[config.mk]
export PLATFORM = sky130hd
export DESIGN_NAME = camera_config_sequencer
export DESIGN_NICKNAME = d
export VERILOG_FILES = /design/src/rtl/camera_config_sequencer.sv
export SDC_FILE = /design/constraint.sdc
export NUM_CORES = 1
export LEC_CHECK = 0
export BUFFER_PORTS_ARGS = -buffer_cell sky130_fd_sc_hd__buf_2
export CAP_MARGIN = 20
export CORE_MARGIN = 2
export CORE_UTILIZATION = 47
export CTS_BUF_LIST = sky130_fd_sc_hd__clkbuf_2 sky130_fd_sc_hd__clkbuf_4 sky130_fd_sc_hd__clkbuf_8
export CTS_CLUSTER_DIAMETER = 50
export DETAILED_ROUTE_END_ITERATION = 10
export GPL_ROUTABILITY_DRIVEN = 0
export HOLD_SLACK_MARGIN = 0.08
export PLACE_DENSITY = 0.68
export SYNTH_ARGS = -nofsm -noshare
export SYNTH_HDL_FRONTEND = slang
export SYNTH_SLANG_ARGS = --single-unit
[constraint.sdc]
create_clock -name clk -period 2.9 [get_ports clk]
set_input_delay 0.435 -clock clk [delete_from_list [all_inputs] [get_ports clk]]
set_output_delay 0.435 -clock clk [all_outputs]
set_load 0.03 [all_outputs]
[src/rtl/camera_config_sequencer.sv]
// Camera configuration sequencer: walks a {reg, val} ROM table from entry 0 and issues one SCCB
// write per entry. 16'hFFF0 inserts a DELAY_CYCLES pause and 16'hFFFF ends the table.
module camera_config_sequencer #(
  parameter logic [23:0] DELAY_CYCLES = 24'd10_000_000
) (
  input  logic        clk,
  input  logic        rst_n,
  input  logic        start,
  output logic [7:0]  rom_addr,
  input  logic [15:0] rom_data,
  output logic        sccb_start,
  output logic [7:0]  sccb_reg,
  output logic [7:0]  sccb_val,
  input  logic        sccb_ready,
  output logic        busy,
  output logic        done
);

  localparam logic [15:0] EndMarker   = 16'hFFFF;
  localparam logic [15:0] DelayMarker = 16'hFFF0;
  localparam logic [7:0]  LastAddr    = 8'hFF;
  // A zero-length delay would underflow the counter, so it runs as a one-cycle delay.
  localparam logic [23:0] DelayLoad   = (DELAY_CYCLES == 24'd0) ? 24'd0
                                                                : DELAY_CYCLES - 24'd1;

  typedef enum logic [2:0] {
    StIdle,
    StFetch,
    StDecode,
    StSend,
    StDelay,
    StDone
  } state_e;

  state_e      state_q, state_d;
  logic [7:0]  addr_q, addr_d;
  logic [23:0] cnt_q, cnt_d;
  logic [7:0]  reg_q, reg_d;
  logic [7:0]  val_q, val_d;

  // Entry 255 is the last one: the table finishes there instead of wrapping to 0.
  logic        at_last;
  state_e      next_entry_state;
  logic [7:0]  next_entry_addr;

  assign at_last          = (addr_q == LastAddr);
  assign next_entry_state = at_last ? StDone : StFetch;
  assign next_entry_addr  = at_last ? addr_q : addr_q + 8'd1;

  always_ff @(posedge clk or negedge rst_n) begin
    if (!rst_n) begin
      state_q <= StIdle;
      addr_q  <= 8'd0;
      cnt_q   <= 24'd0;
      reg_q   <= 8'd0;
      val_q   <= 8'd0;
    end else begin
      state_q <= state_d;
      addr_q  <= addr_d;
      cnt_q   <= cnt_d;
      reg_q   <= reg_d;
      val_q   <= val_d;
    end
  end

  always_comb begin
    state_d = state_q;
    addr_d  = addr_q;
    cnt_d   = cnt_q;
    reg_d   = reg_q;
    val_d   = val_q;

    unique case (state_q)
      StIdle: begin
        if (start) begin
          state_d = StFetch;
        end
      end

      // rom_data lags rom_addr by one cycle; this state only waits it out.
      StFetch: begin
        state_d = StDecode;
      end

      StDecode: begin
        if (rom_data == EndMarker) begin
          state_d = StDone;
        end else if (rom_data == DelayMarker) begin
          cnt_d   = DelayLoad;
          state_d = StDelay;
        end else begin
          reg_d   = rom_data[15:8];
          val_d   = rom_data[7:0];
          state_d = StSend;
        end
      end

      // No timeout: a stalled SCCB master holds the request indefinitely.
      StSend: begin
        if (sccb_ready) begin
          addr_d  = next_entry_addr;
          state_d = next_entry_state;
        end
      end

      StDelay: begin
        if (cnt_q == 24'd0) begin
          addr_d  = next_entry_addr;
          state_d = next_entry_state;
        end else begin
          cnt_d = cnt_q - 24'd1;
        end
      end

      StDone: begin
        if (start) begin
          addr_d  = 8'd0;
          state_d = StFetch;
        end
      end

      default: begin
        state_d = StIdle;
      end
    endcase
  end

  assign rom_addr   = addr_q;
  assign sccb_start = (state_q == StSend);
  assign sccb_reg   = reg_q;
  assign sccb_val   = val_q;
  assign busy       = (state_q != StIdle) && (state_q != StDone);
  assign done       = (state_q == StDone);

endmodule

### Word-level counts from Yosys, hierarchy flattened

Cells that the tools add are included.

| word-level totals | value |
|---|---|
| register bits after elaboration | 51 |
| output and inout bits | 27 |
| logic and storage cells | 52 |

| cells by class | value |
|---|---|
| $add $sub $neg | 2 |
| eq/ne operators | 16 |
| mux-type cells | 16 |
| bitwise logic cells | 2 |
| reductions and logical operators | 11 |

Operators with widths:

| kind | number |
|---|---|
| 24-bit 2-to-1 mux | 3 |
| 24-bit case mux with 2 select lines | 1 |
| 16-bit equality test, second input constant | 2 |
| 8-bit 2-to-1 mux | 4 |
| 24-bit zero test | 1 |
| 8-bit case mux with 3 select lines | 1 |
| 24-bit by 1-bit subtractor with 24-bit output, second input constant | 1 |
| 3-bit 2-to-1 mux | 6 |
| 3-bit case mux with 5 select lines | 1 |
| 2-bit != test, second input constant | 5 |
| 8-bit by 1-bit adder with 8-bit output, second input constant | 1 |
| 8-bit equality test, second input constant | 1 |
| 4-bit AND reduction | 2 |
| 3-bit by 2-bit equality test with 1-bit output, second input constant | 2 |
| 3-bit equality test, second input constant | 2 |
| 3-bit AND reduction | 2 |
| 3-bit nonzero test | 2 |
| 2-bit by 1-bit != test with 1-bit output, second input constant | 2 |
| 3-bit by 1-bit equality test with 1-bit output, second input constant | 1 |
| 3-bit zero test | 1 |
| 3-bit != test, second input constant | 1 |
| 1-bit inverter | 2 |
| 2-bit nonzero test | 1 |
| 2-bit OR reduction | 1 |
| 1-bit logical AND | 1 |

### Depth between registers and ports, before layout

| logic depth | value |
|---|---|
| word-level depth | 4 |
| depth in mapped cells | 8 |
| gate-level depth less buffers | 7 |

### Worst setup path before layout

OpenSTA, ideal clock, no wires.

| path | value |
|---|---|
| kind | reg2reg |
| from | register state_q[1] |
| to | register addr_q[5] (netlist: rom_addr[5]) |
| data arrival time | 1.962 ns |
| data required time | 2.775 ns |
| path slack | 0.813 ns |
| stages on the path, launching flop included | 7 |
| clock period less this slack | 2.087 ns |
| cells stage by stage | dfrtp_1 and3b_1 clkbuf_1 and2_1 a21oi_1 nor4_1 mux2_2 |

| on the way | value |
|---|---|
| cells in the longest elaborated chain, start to end | 3 |
| elaborated cells on any way between the ends | 9 |
| classes of those cells | eq/ne: 6; mux: 1; reduce/logical: 2 |

Ends and longest elaborated chain:

| what | RTL line | source |
|---|---|---|
| start: declaration | 35 | `state_e state_q, state_d;` |
| start signal: assignment | 52 | `state_q <= StIdle;` |
| start signal: assignment | 58 | `state_q <= state_d;` |
| 3-bit equality test * | -- |  |
| via done | 16 | `output logic done` |
| 2-bit != test (no source line) / 3-bit nonzero test (equally long branches) | -- |  |
| 4-bit AND reduction (no source line) | -- |  |
| end signal: assignment | 59 | `addr_q <= addr_d;` |
| end: declaration | 36 | `logic [7:0] addr_q, addr_d;` |

The timed path passes the listed nets; every way through them passes the cells marked *.
A chain may end at the register's enable or synchronous reset.

### Worst setup path in the final report

| path | value |
|---|---|
| from | register cnt_q[4] |
| to | register cnt_q[3] |

| on the way | value |
|---|---|
| cells in the longest elaborated chain, start to end | 3 |

Ends and longest elaborated chain:

| what | RTL line | source |
|---|---|---|
| start: declaration | 37 | `logic [23:0] cnt_q, cnt_d;` |
| start signal: assignment | 60 | `cnt_q <= cnt_d;` |
| 24-bit zero test | 107 | `if (cnt_q == 24'd0) begin` |
| 2-bit != test (no source line) | -- |  |
| 4-bit AND reduction (no source line) | -- |  |

Every way passes these cells.

==> flow_metrics.env <==
export IMPL_crit_end="cnt_q[3]"
export IMPL_power_frac_clock_pct=19.1
export IMPL_yosys_register_bits=51
export IMPL_crit_fanout=8
export IMPL_syn_to_final_growth_pct=15.4
export IMPL_cp_arrival_ps=2480
export IMPL_relSlewSlack_pct=60.4
export IMPL_met3_usage_pct=4.67
export IMPL_postPlaceCellArea_um2=3090
export IMPL_clock_root_buffer="clkbuf_8"
export IMPL_grt_ovfl_total=0
export IMPL_combPwrFrac_pct=41.7
export IMPL_tightest_slew_ps=591
export IMPL_grt_pass1_vias=2155
export IMPL_powerDensity_nw_per_um2=835
export IMPL_ys_warnings_count=0
export IMPL_synth_cell_types=60
export IMPL_grtUsageTotal_pct=21.1
export IMPL_synth_edf_count=0
export IMPL_dp_hpwl_mm=4.45
export IMPL_yosysSeqAreaShare_pct=45.9
export IMPL_fin_nets=333
export IMPL_setup_violations=0
export IMPL_clk_pin_slew_ps=90
export IMPL_grt_pass1_wl_mm=10.6
export IMPL_syn_avg_cell_area_um2=10.7
export IMPL_async_reset_ff_share_pct=100
export IMPL_power_internal_w=0.00162
export IMPL_fillers=524
export IMPL_fmax_mhz=437
export IMPL_cts_setup_buffers=0
export IMPL_antenna_found_initial=0
export IMPL_viasPerCell=5.74
export IMPL_htreeDepth=2
export IMPL_drt_wl_total_mm=6.14
export IMPL_cts_made_buffers=5
export IMPL_seq_power_share_pct=39.1
export IMPL_maxCapViolations=0
export IMPL_path_class="reg -> reg"
export IMPL_die_h_um=80.9
export IMPL_finalCriticalPeriod_ps=2290
export IMPL_synthesis_area_um2=2780
export IMPL_largest_reg_flops=24
export IMPL_clockBufferDepth=2
export IMPL_ant_nets=0
export IMPL_cts_tree="built"
export IMPL_grt_busiest_layer="met2"
export IMPL_met2_usage_pct=34.0
export IMPL_drive_gt1_share_pct=30.2
export IMPL_postCtsHoldBufs=0
export IMPL_drc=0
export IMPL_hold_viol=0
export IMPL_cp_required_ps=3090
export IMPL_wl_per_cell_um=15.9
export IMPL_finalNonFillerCells=386
export IMPL_finalClockSkew_ps=5.70
export IMPL_diodes=0
export IMPL_clock_latency_ps=300
export IMPL_final_cell_mix="dfrtp_1, buf_2, nand2_1, nor2_1, a21oi_1"
export IMPL_startpoint="cnt_q[4]"
export IMPL_setup_tns_ps=0
export IMPL_slew_viol_final=0
export IMPL_start_kind="flip-flop"
export IMPL_firstDrtPassIters=5
export IMPL_regMostFlops="cnt_q"
export IMPL_synth_nets=284
export IMPL_netSwitchingPower_w=0.00106
export IMPL_grt_use_met1_pct=29.2
export IMPL_dr_total_vias=2217
export IMPL_start_util_pct=47.8
export IMPL_status="completed"
export IMPL_cts_resized=0
export IMPL_drtIter0Drc=123
export IMPL_sw_frac_of_total_pct=39.7
export IMPL_r2r_start="cnt_q[4]"
export IMPL_fin_crit_sh_pct=78.9
export IMPL_reg2reg_depth=5
export IMPL_netlist_instances=261
export IMPL_cts_sinks=51
export IMPL_p_leak_nw=1.26
export IMPL_ir_drop_mv=0.567
export IMPL_io_pins=47
export IMPL_core_area_um2=5820
export IMPL_grt_setup_unrepaired="false"
export IMPL_rrSetupSlack_ps=610
export IMPL_die_area_um2=6550
export IMPL_rows=28
export IMPL_portBuffers=46
export IMPL_layout_commonest_cell="dfrtp_1"
export IMPL_worstSetupEndpointType="flip-flop"
export IMPL_worstHoldPathType="in -> async"
export IMPL_timing_rr_end="cnt_q[3]"
export IMPL_stdcell_area_um2=3210
export IMPL_dp_cells=378
export IMPL_ys_flop_type="dfrtp_1"
export IMPL_grt_max_degree=26
export IMPL_die_x_um=80.9
-- metal layers --
layer | up-vias | wire [um]
met3 | 7 | 179
met4 | 0 | 65
met2 | 40 | 2950
li1 | 1092 | -
met5 | - | 0
met1 | 1078 | 2950
-- area by class of cell --
type / instances / area, um2 / area share [%]
well taps: 75 / 93.8 / 2.92
repair buffers: 52 / 275 / 8.57
inverters: 4 / 15.0 / 0.468
flip-flops and latches: 51 / 1280 / 39.8
multi-input cells: 196 / 1430 / 44.6
clock buffers: 6 / 82.6 / 2.57
clock inverters: 2 / 35.0 / 1.09
-- power groups by stage --
stage	clock (W)	sequential (W)	combinational, W
detailed placement	0	0.00106	0.00113
CTS	0.000521	0.00105	0.00113
global route	0.000566	0.00108	0.00120
finish	0.000513	0.00105	0.00112
global placement	0	0.00105	0.00111
floorplan	0	0.00132	0.000562
-- stage by stage --
step	util, %	hold WS [ps]	power (W)	setup slack (ps)
floorplan	-	139	0.00189	813
global placement	53.2	472	0.00217	528
detailed placement	53.2	470	0.00219	453
CTS	55.2	140	0.00270	651
global route	55.2	147	0.00285	386
finish	55.2	119	0.00268	613
-- worst min-delay path by stage --
stage	to	slack, ps	startpoint
floorplan	cnt_q[0]	140	rst_n
global placement	cnt_q[16]	470	rst_n
detailed placement	cnt_q[16]	470	rst_n
CTS	cnt_q[16]	140	rst_n
global route	sccb_reg[1]	150	rst_n
finish	cnt_q[16]	120	rst_n
-- critical path, stage by stage, from the launching register on --
cell and delay, ps:
dfrtp_1 470, nor4_4 470, nand4_1 290, o21ai_1 560
a22oi_1 180, o32a_1 200
-- synth_stat cells, drive strengths merged, types with 2 or more instances --
cell / n / area share [%]
a2111o: 2 / 0.81
a211oi: 2 / 0.54
a21oi: 13 / 2.5
a22oi: 2 / 0.54
a31oi: 4 / 0.90
and2: 5 / 1.1
and3: 2 / 0.45
and4: 2 / 0.63
buf: 8 / 1.8
clkbuf: 2 / 0.27
dfrtp: 51 / 46
ha: 3 / 1.3
inv: 4 / 0.54
mux2: 19 / 9.0
mux2i: 5 / 1.8
nand2: 19 / 2.6
nand2b: 2 / 0.45
nand3: 8 / 1.4
nand4: 8 / 1.8
nor2: 17 / 2.6
nor2b: 5 / 1.1
nor3: 12 / 2.3
nor3b: 3 / 0.99
nor4: 7 / 2.8
o2111ai: 2 / 0.63
o211ai: 2 / 0.54
o21a: 2 / 0.54
o21ai: 11 / 2.0
o31ai: 4 / 1.1
o32a: 2 / 0.72
o41ai: 3 / 0.94
or2: 2 / 0.45
or3: 7 / 1.6
or3b: 2 / 0.72
or4: 4 / 1.2
xnor2: 2 / 0.63
xor2: 2 / 0.63
-- logic make-up (layout without fill, tap and decap cells) --
group,Yosys count,in the layout,synth area share (%)
simple gates,109,109,23.5
compound gates,56,56,14.6
flops,51,51,45.9
mux,24,24,10.8
buf+inv,14,64,2.65
xor+xnor,4,4,1.26
fa+ha+maj,3,3,1.35
Note: power is estimated with default switching activity, not from simulation.
